[src/rtl/systolic_mm_ctrl_if.sv]
// Host command / array datapath bundle for the systolic matrix-multiply sequencer.
// master = command issuer and datapath observer, slave = the sequencer itself.
interface systolic_mm_ctrl_if #(
  parameter int N  = 4,
  parameter int KW = 8,
  parameter int SW = $clog2(N)
);
  logic            start;
  logic [KW-1:0]   k_len;
  logic            busy;
  logic            done;
  logic            pe_clr_n;
  logic            op_rd_en;
  logic [KW-1:0]   op_rd_addr;
  logic [2*N-2:0]  diag_valid;
  logic [SW-1:0]   res_sel;
  logic            res_valid;

  modport master (
    output start, k_len,
    input  busy, done, pe_clr_n, op_rd_en, op_rd_addr, diag_valid, res_sel, res_valid
  );

  modport slave (
    input  start, k_len,
    output busy, done, pe_clr_n, op_rd_en, op_rd_addr, diag_valid, res_sel, res_valid
  );
endinterface

[src/rtl/systolic_mm_ctrl.sv]
// Sequencer for an NxN systolic MAC array: clear, stream K operand reads,
// skew per-diagonal valids, wait for the wavefront to leave, then walk the
// result rows. Holds no matrix data; every output is a flop.
module systolic_mm_ctrl #(
  parameter int N  = 4,
  parameter int KW = 8,
  parameter int SW = $clog2(N)
) (
  input  logic                clk,
  input  logic                rst,
  systolic_mm_ctrl_if.slave   bus
);
  localparam int DW = 2 * N - 1;       // number of anti-diagonals
  localparam int CW = $clog2(2 * N);   // FLUSH/DRAIN counter reaches 2N-2

  typedef enum logic [2:0] {IDLE, CLEAR, FEED, FLUSH, DRAIN} state_t;

  state_t          state_q, state_d;
  logic [KW-1:0]   kl_q, kl_d;         // latched K
  logic [KW-1:0]   addr_q, addr_d;     // k counter, doubles as op_rd_addr
  logic [CW-1:0]   cnt_q, cnt_d;       // FLUSH / DRAIN counter
  logic            busy_q, busy_d;
  logic            done_q, done_d;
  logic            clr_n_q, clr_n_d;
  logic            rd_en_q, rd_en_d;
  logic            rv_q, rv_d;
  logic [SW-1:0]   sel_q, sel_d;
  logic [DW-1:0]   chain_q, chain_d;   // bit 0 is v0 (read data valid), bit d is diagonal d

  // Next state, counters, and next-cycle outputs decoded from the next state
  always_comb begin
    state_d = state_q;
    kl_d    = kl_q;
    addr_d  = addr_q;
    cnt_d   = cnt_q;
    done_d  = 1'b0;
    case (state_q)
      IDLE: begin
        if (bus.start && bus.k_len != '0) begin
          kl_d    = bus.k_len;
          state_d = CLEAR;
        end
      end
      CLEAR: begin
        addr_d  = '0;
        state_d = FEED;
      end
      FEED: begin
        // compare against K-1 so K = 2^KW-1 never needs to reach 2^KW
        if (addr_q == kl_q - KW'(1)) begin
          cnt_d   = '0;
          state_d = FLUSH;
        end else begin
          addr_d = addr_q + KW'(1);
        end
      end
      FLUSH: begin
        if (cnt_q == CW'(2 * N - 2)) begin
          cnt_d   = '0;
          state_d = DRAIN;
        end else begin
          cnt_d = cnt_q + CW'(1);
        end
      end
      DRAIN: begin
        if (cnt_q == CW'(N - 1)) begin
          done_d  = 1'b1;
          state_d = IDLE;
        end else begin
          cnt_d = cnt_q + CW'(1);
        end
      end
      default: state_d = IDLE;
    endcase
    busy_d  = (state_d != IDLE);
    clr_n_d = (state_d != CLEAR);
    rd_en_d = (state_d == FEED);
    rv_d    = (state_d == DRAIN);
    sel_d   = rv_d ? cnt_d[SW-1:0] : '0;
    // read strobe delayed one cycle becomes v0, then one more cycle per diagonal
    chain_d = {chain_q[DW-2:0], rd_en_q};
  end

  // State and output registers; async active-low reset aborts any command
  always_ff @(posedge clk or negedge rst) begin
    if (!rst) begin
      state_q <= IDLE;
      kl_q    <= '0;
      addr_q  <= '0;
      cnt_q   <= '0;
      busy_q  <= 1'b0;
      done_q  <= 1'b0;
      clr_n_q <= 1'b1;
      rd_en_q <= 1'b0;
      rv_q    <= 1'b0;
      sel_q   <= '0;
      chain_q <= '0;
    end else begin
      state_q <= state_d;
      kl_q    <= kl_d;
      addr_q  <= addr_d;
      cnt_q   <= cnt_d;
      busy_q  <= busy_d;
      done_q  <= done_d;
      clr_n_q <= clr_n_d;
      rd_en_q <= rd_en_d;
      rv_q    <= rv_d;
      sel_q   <= sel_d;
      chain_q <= chain_d;
    end
  end

  assign bus.busy       = busy_q;
  assign bus.done       = done_q;
  assign bus.pe_clr_n   = clr_n_q;
  assign bus.op_rd_en   = rd_en_q;
  assign bus.op_rd_addr = addr_q;
  assign bus.diag_valid = chain_q;
  assign bus.res_sel    = sel_q;
  assign bus.res_valid  = rv_q;
endmodule

[src/flat_wrapper.sv]
// flat-port wrapper written by rule: the top's interface ports become plain ports
module systolic_mm_ctrl_flat 
#(
  parameter int N  = 4,
  parameter int KW = 8,
  parameter int SW = $clog2(N)
)
  (clk, rst, bus_start, bus_k_len, bus_busy, bus_done, bus_pe_clr_n, bus_op_rd_en, bus_op_rd_addr, bus_diag_valid, bus_res_sel, bus_res_valid);
  systolic_mm_ctrl_if #(.N(N), .KW(KW), .SW(SW)) bus_i ();
  input  logic clk;
  input  logic rst;
  input wire logic [$bits(bus_i.start)-1:0] bus_start;
  input wire logic [$bits(bus_i.k_len)-1:0] bus_k_len;
  output wire logic [$bits(bus_i.busy)-1:0] bus_busy;
  output wire logic [$bits(bus_i.done)-1:0] bus_done;
  output wire logic [$bits(bus_i.pe_clr_n)-1:0] bus_pe_clr_n;
  output wire logic [$bits(bus_i.op_rd_en)-1:0] bus_op_rd_en;
  output wire logic [$bits(bus_i.op_rd_addr)-1:0] bus_op_rd_addr;
  output wire logic [$bits(bus_i.diag_valid)-1:0] bus_diag_valid;
  output wire logic [$bits(bus_i.res_sel)-1:0] bus_res_sel;
  output wire logic [$bits(bus_i.res_valid)-1:0] bus_res_valid;
  assign bus_i.start = bus_start;
  assign bus_i.k_len = bus_k_len;
  assign bus_busy = bus_i.busy;
  assign bus_done = bus_i.done;
  assign bus_pe_clr_n = bus_i.pe_clr_n;
  assign bus_op_rd_en = bus_i.op_rd_en;
  assign bus_op_rd_addr = bus_i.op_rd_addr;
  assign bus_diag_valid = bus_i.diag_valid;
  assign bus_res_sel = bus_i.res_sel;
  assign bus_res_valid = bus_i.res_valid;
  systolic_mm_ctrl #(.N(N), .KW(KW), .SW(SW)) u_core (.clk(clk), .rst(rst), .bus(bus_i));
endmodule
[config.mk]
export PLATFORM = sky130hd
export DESIGN_NAME = systolic_mm_ctrl_flat
export DESIGN_NICKNAME = d
export VERILOG_FILES = /design/src/rtl/systolic_mm_ctrl_if.sv /design/src/rtl/systolic_mm_ctrl.sv /design/src/flat_wrapper.sv
export SDC_FILE = /design/constraint.sdc
export NUM_CORES = 1
export LEC_CHECK = 0
export BUFFER_PORTS_ARGS = -buffer_cell sky130_fd_sc_hd__buf_4
export CORE_ASPECT_RATIO = 0.75
export CORE_MARGIN = 2
export CORE_UTILIZATION = 55
export CTS_CLUSTER_DIAMETER = 150
export DETAILED_ROUTE_END_ITERATION = 8
export PLACE_DENSITY = 0.9
export SYNTH_ARGS = -nofsm -noshare
export SYNTH_HDL_FRONTEND = slang
export SYNTH_SLANG_ARGS = --single-unit
[constraint.sdc]
create_clock -name clk -period 2.5 [get_ports clk]
set_clock_uncertainty 0.15 [all_clocks]
set_input_delay 0.125 -clock clk [delete_from_list [all_inputs] [get_ports clk]]
set_output_delay 0.125 -clock clk [all_outputs]
set_load 0.02 [all_outputs]
Word level (Yosys, flattened, before mapping)
Index checks and enable logic that the tools add are counted.
{"block": "totals", "register_bits": 36, "input_bits": 11, "output_inout_bits": 22, "elab_cells": 51}
{"block": "classes", "n_reduce_logical": 9, "n_mux": 14, "n_addsub": 3, "eq_ne": 13}
{"cell": "$mux W3", "n": 7}
{"cell": "$pmux W8 S2", "n": 1}
{"cell": "$pmux W3 S5", "n": 1}
{"cell": "$eq A3 B2 Y1 const B", "n": 4}
{"cell": "$eq A3 B3 Y1 const B", "n": 3}
{"cell": "$pmux W3 S3", "n": 1}
{"cell": "$add A8 B1 Y8 const B", "n": 1}
{"cell": "$eq A8 B8 Y1", "n": 1}
{"cell": "$mux W8", "n": 1}
{"cell": "$reduce_bool A8 Y1", "n": 1}
{"cell": "$sub A8 B1 Y8 const B", "n": 1}
{"cell": "$reduce_bool A3 Y1", "n": 2}
{"cell": "$ne A2 B2 Y1 const B", "n": 2}
{"cell": "$reduce_and A2 Y1", "n": 2}
{"cell": "$add A3 B1 Y3 const B", "n": 1}
{"cell": "$eq A3 B1 Y1 const B", "n": 1}
{"cell": "$logic_not A3 Y1", "n": 1}
{"cell": "$ne A3 B1 Y1 const B", "n": 1}
{"cell": "$reduce_and A3 Y1", "n": 1}
{"cell": "$mux W1", "n": 2}
{"cell": "$mux W2", "n": 1}
{"cell": "$ne A2 B1 Y1 const B", "n": 1}
{"cell": "$reduce_bool A2 Y1", "n": 1}
{"cell": "$logic_and A1 B1 Y1", "n": 1}

Depth between registers and ports, before layout
Gate-level depths: netlist of the first run.
{"block": "depth", "ltp_word": 6, "ltp_mapped": 8, "ltp_nobuf": 8}

Worst setup path before layout of the first run
No wires, ideal clock.
{"block": "synth_timing", "path_type": "reg-to-reg", "startpoint": "register u_core.kl_q[0]", "endpoint": "register u_core.cnt_q[2]", "setup_time_ns": 0.079, "path_slack_ns": 0.346, "period_less_slack_ns": 2.154, "arrival_ns": 1.925, "t_required_ns": 2.271, "n_path_buf": 0, "stages_incl_launch_ff": 9, "cell_sequence": "dfrtp_1 inv_1 ha_1 nor2b_1 or3_1 a31oi_2 nand4_4 a22oi_4 mux2i_1"}
{"block": "synth_between", "elab_chain_cells": 4}
{"element": "start: declaration", "line": "systolic_mm_ctrl.sv:19", "source": "logic [KW-1:0] kl_q, kl_d;"}
{"element": "start signal: assignment", "line": "systolic_mm_ctrl.sv:100", "source": "kl_q <= kl_d;"}
{"element": "$sub A8 B1 Y8", "line": "systolic_mm_ctrl.sv:50", "source": "if (addr_q == kl_q - KW'(1)) begin"}
{"element": "$eq A8 B8 Y1", "line": "systolic_mm_ctrl.sv:50"}
{"element": "$ne A2 B1 Y1 (no line)"}
{"element": "$reduce_and A3 Y1 (no line)"}
{"element": "end signal: assignment", "line": "systolic_mm_ctrl.sv:102", "source": "cnt_q <= cnt_d;"}
{"element": "end: declaration", "line": "systolic_mm_ctrl.sv:21", "source": "logic [CW-1:0] cnt_q, cnt_d;"}
Every way passes these cells.
A chain may end at the register's enable or synchronous reset.

Worst setup path after layout of the first run
{"block": "layout_timing", "startpoint": "register u_core.kl_q[0]", "endpoint": "register u_core.addr_q[5], in the netlist u_core.bus.op_rd_addr[5]"}
{"block": "layout_between", "elab_chain_cells": 4}
{"element": "$sub A8 B1 Y8", "line": "systolic_mm_ctrl.sv:50"}
{"element": "$eq A8 B8 Y1", "line": "systolic_mm_ctrl.sv:50"}
{"element": "$ne A2 B2 Y1 (no line)"}
{"element": "$reduce_and A2 Y1 (no line)"}
{"element": "end signal: assignment", "line": "systolic_mm_ctrl.sv:101", "source": "addr_q <= addr_d;"}
{"element": "end: declaration", "line": "systolic_mm_ctrl.sv:20", "source": "logic [KW-1:0] addr_q, addr_d;"}
Every way passes these cells.

==> impl_metrics.csv, run 1 <==
group,metric,value,unit
placed_design,io_buffers,32,
synth,ys_warn_count,0,
timing,hold_viol,0,
status,outcome,"completed",
setup_path,cp_data_arrival_time,2.48,ns
hold_path,hp-class,"in -> reg",
clocking,cts_root_buffer,"clkbuf_8",
setup_path,worstSetupPathType,"reg -> reg",
clocking,cts_buffers,5,
final_layout,antenna_cells,0,
timing,finalSetupViolCount,0,
synth,synth_area_leader_cell,"dfrtp_1",
synth,netlist_top_cells_area,"dfrtp_1, ha_1, mux2i_1, nand2_1, inv_1",
synth,syn-instance-count,169,
synth,synth_seq_cells,36,
drt,via_per_inst,5.929,
synth,synth_common_cells,"dfrtp_1, nand2_1, inv_1",
synth,ys_types,46,
die,die-area,3764,um^2
clocking,clk_pin_slew,0.07,ns
drt,drc_errors,0,
synth,netlist_area,1807,um^2
clocking,htreeDepth,2,
die,num_io_pins,33,
synth,avgSynthCellArea,10.69,um^2
final_layout,finalInstanceArea,2291,um^2
global_routing,grt_start_max_net_pins,37,
synth,post-synth-top-area-fraction,48.48,%
global_routing,track_usage,25.90,%
setup_path,cp-start-kind,"register",
global_routing,gr-total-overflow,0,
pwr,finalPower,2878,uW
final_layout,layout-drive-gt1-share,24.19,%
global_routing,first_global_vias,1529,
synth,synth_ff_type,"dfrtp_1",
timing,finalCriticalPeriod,2.408,ns
timing,rsz0062_at_grt,"yes",
die,rows,17,
clocking,insertion_delay,0.29,ns
placed_design,dpl.hpwl,2926,um
final_layout,finalNetCount,231,
timing,fmax,0.4152,GHz
drt,ant_nets,0,
placed_design,pre_cts_slack,0.1483,ns
timing,slew_headroom,64.95,%
drt,drt_pass1_iterations,4,
setup_path,crit_fanout,8,
timing,hold_slack,0.1271,ns
global_routing,antenna_found_initial,0,
pwr,cellLeakagePower,0.001106,uW
timing,slew_viol_final,0,
global_routing,grt_pass1_wl,7231,um
drt,drt-wirelength-per-cell,16.87,um
setup_path,end_kind,"register",
die,die_width,70.18,um
synth,yosysMostFrequentCell,"dfrtp_1",
pwr,powerDensity,1256,nW/um^2
clocking,cts_setup_buffers,0,
die,initial_core_util,59.40,%
die,core_area,3042,um^2
die,die_h,53.64,um
setup_path,required,2.57,ns
synth,ys_async_sr_fraction,100.0,%
synth,synth_edf_count,0,
flow_run,cap_violations,0,
timing,post-route-period-util,96.33,%
clocking,cts_tree,"built",
timing,fin_ws,0.09168,ns
placed_design,postPlaceCellArea,2085,um^2
final_layout,area_delta_synth_final,26.80,%
placed_design,gp_congestion,0.8804,
clocking,clk_path_buf_depth,2,
pwr,ir_drop,770.2,uV
drt,drtIter0Drc,111,
drt,drt-total-wl,4268,um
synth,synth-seq-area-share,49.93,%
synth,syn-num-nets,186,
timing,worstMarginPinSlew,0.5210,ns
clocking,cts.sinks,36,
drt,vias,1500,
final_layout,final_util,75.32,%
final_layout,final.fill_count,200,
-- kinds of logic (layout without fill, tap and decap cells) --
group,count (synthesis),count (layout),synth area share [%]
simple gates,71,71,23.61
buf+inv,15,61,3.255
mux,12,12,6.994
fa+ha+maj,6,6,4.155
compound gates,22,22,8.657
xor+xnor,7,7,3.393
flops,36,36,49.93
-- sequential cells by signal, indices dropped and copies added (netlist names) --
register and cells:
u_core.state_q 3, u_core.bus.busy 1, u_core.bus.op_rd_addr 8, u_core.bus.res_valid 1, u_core.bus.done 1, u_core.bus.diag_valid 7
u_core.bus.pe_clr_n 1, u_core.bus.op_rd_en 1, u_core.cnt_q 3, u_core.bus.res_sel 2, u_core.kl_q 8
-- worst max-delay path, cell delays in order (launching register included) --
cell     delay (ns)
dfrtp_1        0.40
inv_1          0.09
ha_1           0.24
nor2b_1        0.19
or3_1          0.40
a31oi_4        0.23
nand4_4        0.20
a41o_1         0.30
a21oi_2        0.13
-- through the flow --
step           std cells  setup TNS (ns)
3_5_place_dp         236               0
5_1_grt              253        -0.01087
3_3_place_gp         236               0
6_report             253               0
2_1_floorplan        169               0
4_1_cts              253               0
-- layout make-up --
class / count / area [um^2] / area share (%)
clock buffer: 6 / 72.57 / 3.168
clock inverter: 2 / 35.03 / 1.529
inverter: 11 / 41.29 / 1.802
multi-input combinational: 118 / 854.6 / 37.30
sequential: 36 / 902.1 / 39.38
tap: 38 / 47.55 / 2.075
timing repair buffer: 42 / 337.8 / 14.75
-- layer usage --
metal / wire length (um) / track usage, % / part of all wire [%] / vias to the layer above
li1: - / - / - / 690
met1: 1808 / 30.46 / 42 / 736
met2: 2057 / 44.92 / 48 / 55
met3: 258 / 6.554 / 6.0 / 19
met4: 144 / 14.42 / 3.4 / 0
met5: 0 / 0 / 0 / -
-- final timing paths --
path | from | endpoint | slack (ns) | cells past startpoint
setup reg to reg | u_core.kl_q[0] | u_core.bus.op_rd_addr[5] | 0.09 | 8
hold / removal | bus_start | u_core.kl_q[3] | 0.13 | 4
setup / recovery | u_core.kl_q[0] | u_core.bus.op_rd_addr[5] | 0.09 | 8
min in group asynchronous | rst | u_core.bus.op_rd_addr[3] | 0.18 | 2
hold reg to reg | u_core.bus.diag_valid[5] | u_core.bus.diag_valid[6] | 0.23 | 0
max in group asynchronous | rst | u_core.bus.pe_clr_n | 1.69 | 2
-- where the power goes --
part           leakage, uW  internal (uW)  switching [uW]
sequential        0.000426            791             264
clock            0.0000552            296             206
combinational     0.000625            585             736
-- placed cells by master, fill, tap and decap left out, types with 3 or more instances in the layout --
cell           netlist  layout
ha_1                 6       6
xor2_1               4       4
nor2b_1              4       4
and3_1               5       5
xnor2_1              3       3
dlygate4sd3_1        0       9
a21oi_1              6       6
dfrtp_1             35      35
nor2_1               6       6
clkbuf_8             0       5
nand2b_1             4       4
inv_1               11      11
nand2_1             18      18
o21ai_1              5       5
nand4_1              4       4
mux2_1               3       3
nand3_1              6       6
nor3_1               6       6
buf_4                0      33
nor4_1               3       3
mux2i_1              7       7
-- timing repair --
action | in CTS | in global routing
hold buffers | 9 | 0
gates resized for setup | 0 | 1
endpoints found under the setup margin | 0 | 6
endpoints found under the hold margin | 44 | 0
No activity file was read; power rests on OpenSTA's default activity.
==> run 2: changes to the inputs <==
--- a/config.mk
+++ b/config.mk
@@ -11,6 +11,7 @@
 export CORE_UTILIZATION = 55
 export CTS_CLUSTER_DIAMETER = 150
 export DETAILED_ROUTE_END_ITERATION = 8
+export MAX_ROUTING_LAYER = met4
 export PLACE_DENSITY = 0.9
 export SYNTH_ARGS = -nofsm -noshare
 export SYNTH_HDL_FRONTEND = slang
==> run 2 against run 1 <==
  * Combinational power about the same
  * Critical path depth unchanged
  * Power down 1.0%
  * Critical endpoint is now u_core.cnt_q[2]
==> impl_metrics.csv, run 2 (synthesized netlist as in run 1, its figures left out) <==
group,metric,value,unit
status,outcome,"completed",
final_layout,mostFrequentLayoutCell,"dfrtp_1",
final_layout,final_cell_mix,"dfrtp_1, buf_4, nand2_1",
setup_path,worstSetupPathType,"reg -> reg",
drt,via_per_inst,5.818,
timing,slew_viol_final,0,
die,die_width,70.18,um
placed_design,io_buffers,32,
global_routing,gr-total-overflow,0,
drt,drt-wirelength-per-cell,16.38,um
setup_path,cp_slowest_cell,"dfrtp_1",
pwr,cellLeakagePower,0.001106,uW
drt,drt-total-wl,4144,um
final_layout,area_delta_synth_final,27.15,%
timing,fmax,0.4247,GHz
hold_path,hp-class,"in -> reg",
timing,worstMarginPinSlew,0.4737,ns
placed_design,pre_cts_slack,0.1659,ns
die,rows,17,
drt,drc_errors,0,
drt,vias,1472,
clocking,cts_buffers,5,
final_layout,finalInstanceArea,2297,um^2
placed_design,dpl.hpwl,2858,um
global_routing,first_global_vias,1468,
setup_path,cp_data_arrival_time,2.41,ns
setup_path,cp.buffers_inverters,1,
timing,hold_viol,0,
die,die_h,53.64,um
final_layout,antenna_cells,0,
setup_path,crit_chain,"inv_1, ha_2, nor2b_2, or3_4, a31oi_4, nand4_4, a22oi_4, mux2i_1",
die,num_io_pins,33,
clocking,cts_tree,"built",
clocking,cts_root_buffer,"clkbuf_8",
die,die-area,3764,um^2
placed_design,gp_congestion,0.8523,
placed_design,postPlaceCellArea,2085,um^2
clocking,insertion_delay,0.29,ns
timing,finalSetupViolCount,0,
global_routing,antenna_found_initial,0,
clocking,clk_path_buf_depth,2,
timing,post-route-period-util,94.18,%
flow_run,cap_violations,0,
setup_path,cp-start-kind,"register",
setup_path,end_kind,"register",
global_routing,grt_start_max_net_pins,37,
drt,drt_pass1_iterations,4,
drt,drtIter0Drc,100,
global_routing,track_usage,25.15,%
setup_path,required,2.56,ns
timing,rsz0062_at_grt,"no",
timing,setup_tns,0,ns
drt,ant_nets,0,
clocking,cts.sinks,36,
setup_path,crit_fanout,8,
final_layout,finalNetCount,232,
setup_path,path_delay_family,"simple AND/OR/NAND/NOR gates",
pwr,powerDensity,1240,nW/um^2
timing,slew_headroom,68.13,%
setup_path,slowest_delay,0.41,ns
pwr,ir_drop,794.2,uV
die,initial_core_util,59.40,%
timing,fin_ws,0.1454,ns
final_layout,layout-drive-gt1-share,26.05,%
clocking,htreeDepth,2,
global_routing,grt_pass1_wl,6789,um
clocking,clk_pin_slew,0.07,ns
timing,finalCriticalPeriod,2.355,ns
die,core_area,3042,um^2
-- run 2: through the flow --
step                      std cells  hold slack, ns  util, %  power (uW)
after detailed placement        236        -0.05002    68.53        2306
after global routing            253          0.1306    75.52        3035
after global placement          236        -0.05389    68.53        2218
after floorplan                 169         -0.3206        -        1884
after CTS                       252          0.1256    74.66        2768
final                           253          0.1223    75.52        2849
-- run 2: area by class of cell --
cell class              count  area [um^2]
clock buffers               7        96.34
inverters                  11        41.29
well taps                  38        47.55
flip-flops and latches     36        902.1
fillers                   204        744.5
multi-input cells         118        864.6
repair buffers             43        345.3
-- run 2: tightest hold or removal path: stages --
cell	delay [ns]
buf_4	0.11
nor4b_2	0.17
nand2_1	0.07
o21ai_1	0.05
-- run 2: where the power goes --
group / switching, uW / internal, uW
combinational: 730 / 613
sequential: 278 / 792
clock: 192 / 245
total: 1200 / 1650
-- run 2: path summary, 6_finish.rpt --
check	startpoint	endpoint	slack [ns]	depth (start not counted)
worst min register to register	u_core.bus.diag_valid[2]	u_core.bus.diag_valid[3]	0.23	0
worst max-delay path	u_core.kl_q[0]	u_core.cnt_q[2]	0.15	8
min in group asynchronous	rst	u_core.kl_q[6]	0.19	2
max in group asynchronous	rst	u_core.bus.pe_clr_n	1.68	2
worst max register to register	u_core.kl_q[0]	u_core.cnt_q[2]	0.15	8
worst min-delay path	bus_start	u_core.kl_q[3]	0.12	4
-- run 2: routing by layer --
metal  track usage (%)  up-vias  share of wire [%]
met2             43.81       60                 49
met1             29.52      711                 43
met4             7.372        0                2.2
met3             6.742       11                6.5
met5                 -        -                  0
li1                  -      690                  -
-- run 2: timing repair --
action                     4_1_cts  5_1_grt
gates resized for setup          0        4
setup endpoints to repair        0        2
hold endpoints to repair        44        0
buffers inserted                 0        1
hold buffers                     9        0
==> run 3: changes to the inputs <==
==> constraint.sdc (replaced) <==
create_clock -name clk -period 2.4 [get_ports clk]
set_clock_uncertainty 0.15 [all_clocks]
set_input_delay 0.12 -clock clk [delete_from_list [all_inputs] [get_ports clk]]
set_output_delay 0.12 -clock clk [all_outputs]
set_load 0.02 [all_outputs]
==> run 3 against run 2 <==
  * Worst hold slack lost 0.010 ns
  * Power increased by 4.9%
  * Setup slack got worse by 0.073 ns
  * Non-clock buffer count up 2
  * Via count rose by 0.14%
  * First-iteration DRC count increased by 42%
  * Global-route usage grew 0.35 points
  * Final cell count up 1.2%
  * Fmax is 1.2% higher
  * Sequential power barely moved
==> impl_metrics.csv, run 3 (synthesized netlist as in run 1, its figures left out) <==
group,metric,value,unit
clocking,cts_root_buffer,"clkbuf_8",
pwr,cellLeakagePower,0.001118,uW
timing,hold_slack,0.1122,ns
global_routing,first_global_vias,1457,
setup_path,worstSetupPathType,"reg -> reg",
die,rows,17,
hold_path,holdPathStages,4,
final_layout,seq_area,902.1,um^2
timing,slew_headroom,68.20,%
final_layout,final.fill_count,196,
timing,worstMarginPinSlew,0.4727,ns
drt,vias,1474,
global_routing,antenna_found_initial,0,
status,outcome,"completed",
timing,fmax,0.4297,GHz
setup_path,cp_data_arrival_time,2.40,ns
final_layout,multiInputGateArea,864.6,um^2
clocking,clk_pin_slew,0.07,ns
drt,drt_pass1_iterations,4,
timing,slew_viol_final,0,
timing,finalSetupViolCount,0,
clocking,cts_buffers,5,
pwr,ir_drop,765.2,uV
die,die-area,3764,um^2
drt,drc_errors,0,
drt,drtIter0Drc,142,
clocking,clk_path_buf_depth,2,
placed_design,gp_congestion,0.8782,
setup_path,required,2.47,ns
die,die_width,70.18,um
global_routing,gr-total-overflow,0,
setup_path,r2r_cells,8,
final_layout,layout-drive-gt1-share,25.69,%
die,num_io_pins,33,
clocking,cts_tree,"built",
drt,drt-wirelength-per-cell,16.20,um
die,initial_core_util,59.40,%
drt,drt-total-wl,4147,um
clocking,htreeDepth,2,
setup_path,crit_fanout,8,
placed_design,dpl.hpwl,2992,um
timing,finalCriticalPeriod,2.327,ns
global_routing,grt_pass1_wl,6872,um
global_routing,track_usage,25.50,%
final_layout,antenna_cells,0,
hold_path,hp-class,"in -> reg",
setup_path,cp-start-kind,"register",
timing,hold_viol,0,
drt,via_per_inst,5.758,
pwr,finalPower,2990,uW
die,core_area,3042,um^2
final_layout,finalNetCount,234,
global_routing,grt_start_max_net_pins,37,
final_layout,mostFrequentLayoutCell,"buf_4",
timing,post-route-period-util,96.97,%
final_layout,area_delta_synth_final,28.19,%
setup_path,end_kind,"register",
final_layout,final_util,76.14,%
placed_design,placedCellCount,237,
flow_run,cap_violations,0,
placed_design,io_buffers,32,
clocking,insertion_delay,0.29,ns
final_layout,final_cell_mix,"buf_4, dfrtp_1, nand2_1",
pwr,powerDensity,1291,nW/um^2
clocking,cts.sinks,36,
die,die_h,53.64,um
timing,setup_tns,0,ns
final_layout,finalNonFillerCells,256,
drt,ant_nets,0,
[run 3: cell types whose count changed in the layout (fill, tap and decap cells not counted)]
cell and change:
buf_4 +2, clkbuf_1 +1, ha_1 +1, ha_2 -1, nand2_2 -1, nand2_4 +1, nor2b_1 +1, nor2b_2 -1
[run 3: critical path, stage by stage, from the launching register on]
cell and delay (ns):
dfrtp_1 0.39, inv_1 0.07, ha_1 0.22, nor2b_1 0.18, or3_4 0.39, a31oi_4 0.21, nand4_4 0.21, a22oi_4 0.22
mux2i_1 0.20
[run 3: metal layers]
metal	global-route usage [%]	vias to the layer above	share of wire, %
li1	-	688	-
met1	30.34	722	43
met2	41.11	54	48
met3	6.367	10	7.0
met4	13.78	0	1.4
met5	-	-	0
[run 3: area by class of cell]
cell class / count / area share [%]
repair buffers: 45 / 15.56
inverters: 11 / 1.783
flip-flops and latches: 36 / 38.95
clock buffers: 8 / 4.322
well taps: 38 / 2.053
multi-input cells: 118 / 37.33
[run 3: through the flow]
step / setup slack (ns) / area [um^2]
floorplan: 0.2459 / 1807
global placement: 0.1680 / 2092
detailed placement: 0.03123 / 2092
CTS: 0.01718 / 2282
global route: -0.04285 / 2316
finish: 0.07265 / 2316
[run 3: power by group]
part	internal (uW)	total, uW	switching (uW)
registers	825	1090	267
logic	649	1430	781
clock network	262	468	207
[run 3: what timing repair did]
action | in CTS | in global routing
gates resized for setup | 0 | 3
setup buffers | 0 | 2
setup endpoints to repair | 0 | 10
endpoints found under the hold margin | 44 | 0
hold buffers | 9 | 0
[run 3: path summary, 6_finish.rpt]
check	start	to	slack [ns]
worst max-delay path	u_core.kl_q[0]	u_core.cnt_q[2]	0.07
worst min-delay path	bus_start	u_core.kl_q[3]	0.11
worst max register to register	u_core.kl_q[0]	u_core.cnt_q[2]	0.07
worst min register to register	u_core.bus.op_rd_en	u_core.bus.diag_valid[0]	0.23
max in group asynchronous	rst	u_core.bus.pe_clr_n	1.59
min in group asynchronous	rst	u_core.bus.diag_valid[2]	0.16
